`src/rtl/idelay_ctrl_seq.sv`:
```
// Purpose: bring-up and supervision sequencer for IDELAYCTRL (reset pulse, RDY wait with retries, settle, loss recovery).
// Latency: dly_rst pulse of RST_CYCLES; ready rises SETTLE_CYCLES+3 edges after a stable dly_rdy rise, falls 3 edges after it drops.
// Backpressure: none; restart is a one-cycle request that overrides every state, dly_rdy is sampled through a 2-flop synchronizer.
module idelay_ctrl_seq #(
  parameter int RST_CYCLES    = 16,
  parameter int WAIT_CYCLES   = 4096,
  parameter int SETTLE_CYCLES = 32,
  parameter int MAX_RETRIES   = 3
) (
  input  logic       refclk,
  input  logic       rst,
  input  logic       restart,
  input  logic       dly_rdy,
  output logic       dly_rst,
  output logic       ready,
  output logic       fail,
  output logic       lost,
  output logic [3:0] retries
);

  localparam int MAX_RW = (RST_CYCLES > WAIT_CYCLES) ? RST_CYCLES : WAIT_CYCLES;
  localparam int MAX_C  = (MAX_RW > SETTLE_CYCLES) ? MAX_RW : SETTLE_CYCLES;
  localparam int CW     = $clog2(MAX_C) + 1;

  // Terminal counts: a phase of N cycles ends on the edge where the counter holds N-1.
  localparam logic [CW-1:0] RST_LAST    = CW'(RST_CYCLES - 1);
  localparam logic [CW-1:0] WAIT_LAST   = CW'(WAIT_CYCLES - 1);
  localparam logic [CW-1:0] SETTLE_LAST = CW'(SETTLE_CYCLES - 1);
  localparam logic [3:0]    MAX_R       = 4'(MAX_RETRIES);

  typedef enum logic [2:0] {
    S_RESET_PULSE,
    S_WAIT_RDY,
    S_SETTLE,
    S_READY,
    S_FAILED
  } state_t;

  state_t          state_q, state_d;
  logic [CW-1:0]   cnt_q, cnt_d;
  logic [1:0]      sync_q;
  logic            rdy_s;
  logic            dly_rst_q, dly_rst_d;
  logic            ready_q, ready_d;
  logic            fail_q, fail_d;
  logic            lost_q, lost_d;
  logic [3:0]      retries_q, retries_d;

  assign rdy_s   = sync_q[1];
  assign dly_rst = dly_rst_q;
  assign ready   = ready_q;
  assign fail    = fail_q;
  assign lost    = lost_q;
  assign retries = retries_q;

  // Bring dly_rdy into the refclk domain.
  always_ff @(posedge refclk or posedge rst) begin
    if (rst) sync_q <= 2'b00;
    else     sync_q <= {sync_q[0], dly_rdy};
  end

  // Next-state and next-output logic; restart overrides every transition.
  always_comb begin
    state_d   = state_q;
    cnt_d     = cnt_q;
    dly_rst_d = dly_rst_q;
    ready_d   = ready_q;
    fail_d    = fail_q;
    lost_d    = lost_q;
    retries_d = retries_q;
    if (restart) begin
      state_d   = S_RESET_PULSE;
      cnt_d     = '0;
      dly_rst_d = 1'b1;
      ready_d   = 1'b0;
      fail_d    = 1'b0;
      lost_d    = 1'b0;
      retries_d = 4'd0;
    end else begin
      case (state_q)
        S_RESET_PULSE: begin
          if (cnt_q == RST_LAST) begin
            state_d   = S_WAIT_RDY;
            cnt_d     = '0;
            dly_rst_d = 1'b0;
          end else begin
            cnt_d = cnt_q + CW'(1);
          end
        end
        S_WAIT_RDY: begin
          // A rising RDY beats a coincident timeout.
          if (rdy_s) begin
            state_d = S_SETTLE;
            cnt_d   = '0;
          end else if (cnt_q == WAIT_LAST) begin
            cnt_d = '0;
            if (retries_q == MAX_R) begin
              state_d = S_FAILED;
              fail_d  = 1'b1;
            end else begin
              state_d   = S_RESET_PULSE;
              retries_d = retries_q + 4'd1;
              dly_rst_d = 1'b1;
            end
          end else begin
            cnt_d = cnt_q + CW'(1);
          end
        end
        S_SETTLE: begin
          if (!rdy_s) begin
            state_d = S_WAIT_RDY;
            cnt_d   = '0;
          end else if (cnt_q == SETTLE_LAST) begin
            state_d = S_READY;
            cnt_d   = '0;
            ready_d = 1'b1;
          end else begin
            cnt_d = cnt_q + CW'(1);
          end
        end
        S_READY: begin
          if (!rdy_s) begin
            state_d   = S_RESET_PULSE;
            cnt_d     = '0;
            ready_d   = 1'b0;
            lost_d    = 1'b1;
            retries_d = 4'd0;
            dly_rst_d = 1'b1;
          end
        end
        S_FAILED: begin
          dly_rst_d = 1'b0;
        end
        default: begin
          state_d   = S_RESET_PULSE;
          cnt_d     = '0;
          dly_rst_d = 1'b1;
          ready_d   = 1'b0;
        end
      endcase
    end
  end

  // State, shared counter and registered outputs.
  always_ff @(posedge refclk or posedge rst) begin
    if (rst) begin
      state_q   <= S_RESET_PULSE;
      cnt_q     <= '0;
      dly_rst_q <= 1'b1;
      ready_q   <= 1'b0;
      fail_q    <= 1'b0;
      lost_q    <= 1'b0;
      retries_q <= 4'd0;
    end else begin
      state_q   <= state_d;
      cnt_q     <= cnt_d;
      dly_rst_q <= dly_rst_d;
      ready_q   <= ready_d;
      fail_q    <= fail_d;
      lost_q    <= lost_d;
      retries_q <= retries_d;
    end
  end

endmodule

```
`config.mk`:
```
export PLATFORM = sky130hd
export DESIGN_NAME = idelay_ctrl_seq
export DESIGN_NICKNAME = d
export VERILOG_FILES = /design/src/rtl/idelay_ctrl_seq.sv
export SDC_FILE = /design/constraint.sdc
export NUM_CORES = 1
export LEC_CHECK = 0
export CAP_MARGIN = 30
export CELL_PAD_IN_SITES_DETAIL_PLACEMENT = 1
export CELL_PAD_IN_SITES_GLOBAL_PLACEMENT = 1
export CORE_MARGIN = 3
export CORE_UTILIZATION = 42
export CTS_CLUSTER_SIZE = 20
export DETAILED_ROUTE_END_ITERATION = 7
export PLACE_DENSITY_LB_ADDON = 0.3
export SLEW_MARGIN = 20
export SYNTH_ARGS = -nofsm -noshare
export SYNTH_HDL_FRONTEND = slang
export SYNTH_SLANG_ARGS = --single-unit
```
`constraint.sdc`:
```
create_clock -name refclk -period 2.8 [get_ports refclk]
set_input_delay 0.56 -clock refclk [delete_from_list [all_inputs] [get_ports refclk]]
set_output_delay 0.56 -clock refclk [all_outputs]
set_load 0.02 [all_outputs]
```
### After elaboration in Yosys (flattened, before gate mapping)

Index checks and enable logic that the tools add are counted.

| word-level totals | value |
|---|---|
| word-level logic and storage cells | 87 |
| flip-flop bits (word level) | 26 |

| operators by class | value |
|---|---|
| mux-type cells | 42 |
| $add $sub $neg | 2 |
| reduce and logical (&&, ||, !) cells | 14 |
| equality and inequality tests | 21 |

Operators by type and width:

| operator | count |
|---|---|
| 13-bit 2-to-1 mux | 7 |
| 13-bit one-hot mux with 5 select lines | 1 |
| 3-bit 2-to-1 mux | 8 |
| 3-bit != test (second input constant) | 7 |
| 4-bit 2-to-1 mux | 5 |
| 1-bit 2-to-1 mux | 17 |
| 3-bit one-hot mux with 5 select lines | 1 |
| 13-bit by 1-bit adder with 13-bit output (second input constant) | 1 |
| 13-bit by 12-bit == test with 1-bit output (second input constant) | 1 |
| 13-bit by 4-bit == test with 1-bit output (second input constant) | 1 |
| 13-bit by 5-bit == test with 1-bit output (second input constant) | 1 |
| 5-bit AND reduction | 2 |
| 4-bit != test (second input constant) | 2 |
| 4-bit one-hot mux with 2 select lines | 1 |
| 4-bit AND reduction | 2 |
| 2-bit nonzero test | 4 |
| 3-bit by 2-bit == test with 1-bit output (second input constant) | 2 |
| 2-bit != test (second input constant) | 3 |
| 6-bit AND reduction | 1 |
| 1-bit one-hot mux with 5 select lines | 1 |
| 4-bit by 1-bit adder with 4-bit output (second input constant) | 1 |
| 4-bit by 2-bit == test with 1-bit output (second input constant) | 1 |
| 2-bit AND reduction | 2 |
| 3-bit by 1-bit == test with 1-bit output (second input constant) | 1 |
| other kinds (6) | 6 |

### Depth between registers and ports, before layout

| logic depth | value |
|---|---|
| depth after elaboration | 6 |
| gate-level depth with buffers | 7 |
| gate-level depth less buffers | 6 |

### Least setup slack after synthesis

No wires, ideal clock.

| path | value |
|---|---|
| kind | reg-to-reg |
| start | register cnt_q[5] |
| end | register cnt_q[2] |
| data arrival time | 2163 ps |
| data required time | 2659 ps |
| setup time | 141 ps |
| clock period less this slack | 2304 ps |
| stages on the path, launching flop included | 6 |
| setup slack | 496 ps |
| path through | dfrtp_1 -> or4_4 -> or4_4 -> a32o_2 -> a211oi_4 -> o32ai_1 |

| on the way | value |
|---|---|
| word-level cells in the longest chain between the ends | 5 |

Ends and longest elaborated chain:

| element | RTL line | RTL |
|---|---|---|
| start, declared | 40 | `logic [CW-1:0] cnt_q, cnt_d;` |
| start signal, assigned | 156 | `cnt_q <= cnt_d;` |
| 13-bit by 5-bit == test with 1-bit output / 13-bit by 12-bit == test with 1-bit output (equally long branches) | 113, 95 |  |
| 13-bit 2-to-1 mux (on tied branches) | 113, 95 |  |
| 13-bit 2-to-1 mux (on tied branches) | 110, 92 |  |
| 13-bit one-hot mux with 5 select lines * | 80 | `case (state_q)` |
| 13-bit 2-to-1 mux * | 71 | `if (restart) begin` |

Mark *: on every way between the ends. The rest lies on a longest branch, timed or not.
A chain may end at the register's enable or synchronous reset.

### Worst setup path after layout

| path | value |
|---|---|
| start | register cnt_q[5] |
| end | register cnt_q[8] |

| on the way | value |
|---|---|
| word-level cells in the longest chain between the ends | 5 |

Ends and longest elaborated chain:

| element | RTL line |
|---|---|
| 13-bit by 1-bit adder with 13-bit output (tied with other cells) | 87, 106, 118 |
| 13-bit 2-to-1 mux (on tied branches) | 113, 95 |
| 13-bit 2-to-1 mux (on tied branches) | 110, 92 |
| 13-bit one-hot mux with 5 select lines * | 80 |
| 13-bit 2-to-1 mux * | 71 |

Marks and branches as above.

==> metrics.md <==
| Metric | Value |
|---|---|
| Grt total ovfl | 0 |
| Most frequent cells in the layout | dfrtp_1, nand2_1, o21ai_0 |
| Synth cell types | 45 |
| Synth Net Count | 178 |
| GP Congestion | 0.834 |
| DR vias | 1417 |
| Vias in the first global route | ~1500 |
| Post-Syn Instances | 172 |
| Crit path kind | reg2reg |
| Logic pwr share | 0.208 |
| Commonest non-fill, non-tap cell in the layout | dfrtp_1 |
| Initial Util | 0.447 |
| Max-cap violations | 0 |
| Avg Cell Area, Syn | between 8 and 9 um^2 |
| Hold Path Depth | 0 |
| R2r endpoint | cnt_q[8] |
| R2r setup slk | about 0.27 ns |
| 1st-pass router iterations | 4 |
| Final wirelength | 4.35 mm |
| Clock skew | between 0.004 and 0.005 ns |
| Post-DP HPWL | between 3 and 4 mm |
| Routed length per instance | approximately 19 um |
| Layout Area Growth over Synthesis | 16.5% |
| Cells after DPL | 227 |
| Pleak | about 0.70 nW |
| Root Driver | clkbuf_8 |
| Yosys reg bits | 26 |
| RSZ-0062 raised after global routing | false |
| Initial antenna violation count | 0 |
| Top FF cell, synth | dfrtp_1 |
| Nature of the critical path startpoint | flop |
| Layout cells sized above 1 | 0.119 |
| FF-to-FF Start | cnt_q[5] |
| Share of the synthesized area in the top cell type | 0.407 |
| First-pass GRT wire length | between 7 and 8 mm |
| Area of the core | approximately 3400 um^2 |
| Total power | 0.000972 W |
| Cts bufs inserted | 3 |
| GRT Util Overall | 0.225 |
| Register area share after synthesis | 0.424 |
| Status | finished, final reports clean |
| Cell row count | 21 |
| Max_slew headroom | 0.630 |
| FF/Latch Area | 652 um^2 |
| 1st-iter DRT viols | 64 |
| N_diodes | 0 |
| I/O Pins | 12 |
| Worst-path fanout max | 7 |
| Post-CTS Setup Inserts | 0 |
| Post-CTS Hold Fix Bufs | 0 |
| Fin. Hold Viols | 0 |
| Max Buffers Root-to-Sink | 2 |
| Fraction of registers with async set/reset | 1.00 |
| CTS resizes | 0 |
| Worst-Skew Late Latency | 0.28 ns |
| Sequential Power Share | 0.464 |
| Achievable Freq | roughly 400 MHz |
| Largest net degree at the start of global routing | 27 |
| Final worst path period share | 0.902 |
| Switching Share | 0.300 |
| DRC | 0 |
| Psw | 0.000292 W |
| Die Ht | between 60 and 70 um |
| Crit path DAT | between 2 and 3 ns |
| Setup TNS Final | 0 ns |
| Worst r2r path cells | 5 |
| Worst-Margin Slew | ~0.55 ns |
| Clock Power Share | 0.328 |
| # nets final | between 150 and 200 |
| CTS H-Tree Depth | 1 |
| Yosys top cell by area | dfrtp_1 |
| Clk slew on worst S/H paths | approximately 0.10 ns |
| Slew Limit Fails | 0 |
| Full die area | 4420 um^2 |
| CP endpoint kind | flop |
| Die width | roughly 67 um |
| Post-Layout Cell Count | 231 |
| Synthesis Warnings | 0 |
| Final ANT Viol Nets | 0 |
| Worst Hold Endpoint | sync_q[1] |
| Vias/cell | 6.13 |
| Worst EP required | 2.95 ns |
| Final setup fails | 0 |
| FILL cells | ~420 |
| Multi-input logic area | 826 um^2 |
| Hold WC Path Type | reg2reg |
| Number of flops mapped to enable cells by yosys | 0 |
| HP Start | sync_q[0] |
| Post-Syn Area | 1540 um^2 |
| Pint | 0.000680 W |
| Pwr Density | 543 nW/um^2 |
| Synth top area cells | dfrtp_1, o21ai_0, nand2_1 |
| Crit path time final | 2.53 ns |
| # clock sinks | 26 |
| IO Port Bufs | 11 |
| Maximum VDD drop | 364 uV |
| CTS tree | yes |
flip-flops by register name (all words and copies together), names as in the netlist:
register and count:
fail 1, dly_rst 1, ready 1, state_q 3
retries 4, lost 1, sync_q 2, cnt_q 13
final cells by class:
class                   instances  share of cell area
clock buffers                   3              0.0230
clock inverters                 1              0.0168
flip-flops and latches         26               0.364
inverters                       8              0.0168
well taps                      46              0.0321
repair buffers                 17              0.0866
multi-input cells             130               0.461
metrics by stage:
| step | setup WS, ns | hold WS, ns | util | cell area, um^2 |
|---|---|---|---|---|
| 2_1_floorplan | 0.496 | 0.331 | - | 1540 |
| 5_1_grt | 0.0830 | 0.387 | 0.521 | 1790 |
| 6_report | 0.274 | 0.374 | 0.521 | 1790 |
| 4_1_cts | 0.274 | 0.376 | 0.521 | 1790 |
| 3_3_place_gp | 0.368 | 0.333 | 0.500 | 1720 |
| 3_5_place_dp | 0.282 | 0.353 | 0.500 | 1720 |
worst max-delay path, cell delays in order, from the launching register on:
cell and delay, ns:
dfrtp_1 0.46, or4_4 0.58, or4_4 0.52, a32o_2 0.30, a211oi_4 0.38, o21ai_0 0.16
synthesized netlist by cell type (all sizes together) (5+ instances only):
library cell and n:
nor2 12, nand4 5, nor3 8, clkbuf 8, a21oi 5, o21ai 15
or3 7, dfrtp 25, inv 8, nand2 17
power by group through the flow:
stage	combinational, W	sequential (W)	clock (W)
global placement	0.000190	0.000455	0
global route	0.000229	0.000458	0.000340
detailed placement	0.000199	0.000458	0
finish	0.000202	0.000451	0.000318
floorplan	0.000145	0.000445	0
CTS	0.000202	0.000451	0.000325
per-layer routing:
metal	share of wire	vias to the layer above	track usage
met5	0	-	0
met4	0.020	0	0.0812
met3	0.018	10	0.0455
met2	0.49	18	0.368
met1	0.47	711	0.293
li1	-	678	-
worst max path at each step:
stage | startpoint | endpoint | slack (ns) | depth (start not counted)
final | cnt_q[5] | cnt_q[8] | 0.27 | 5
after global routing | cnt_q[1] | cnt_q[12] | 0.08 | 7
after CTS | cnt_q[5] | cnt_q[11] | 0.27 | 5
after detailed placement | cnt_q[5] | cnt_q[8] | 0.28 | 5
after global placement | cnt_q[5] | cnt_q[2] | 0.37 | 5
after floorplan | cnt_q[5] | cnt_q[2] | 0.50 | 5
cells by family after synthesis:
| logic type | synth area share |
|---|---|
| simple gates | 0.264 |
| flops | 0.424 |
| buf+inv | 0.0391 |
| compound gates | 0.229 |
| fa+ha+maj | 0.0163 |
| mux | 0.0277 |
No activity file was read; power rests on OpenSTA's default activity.
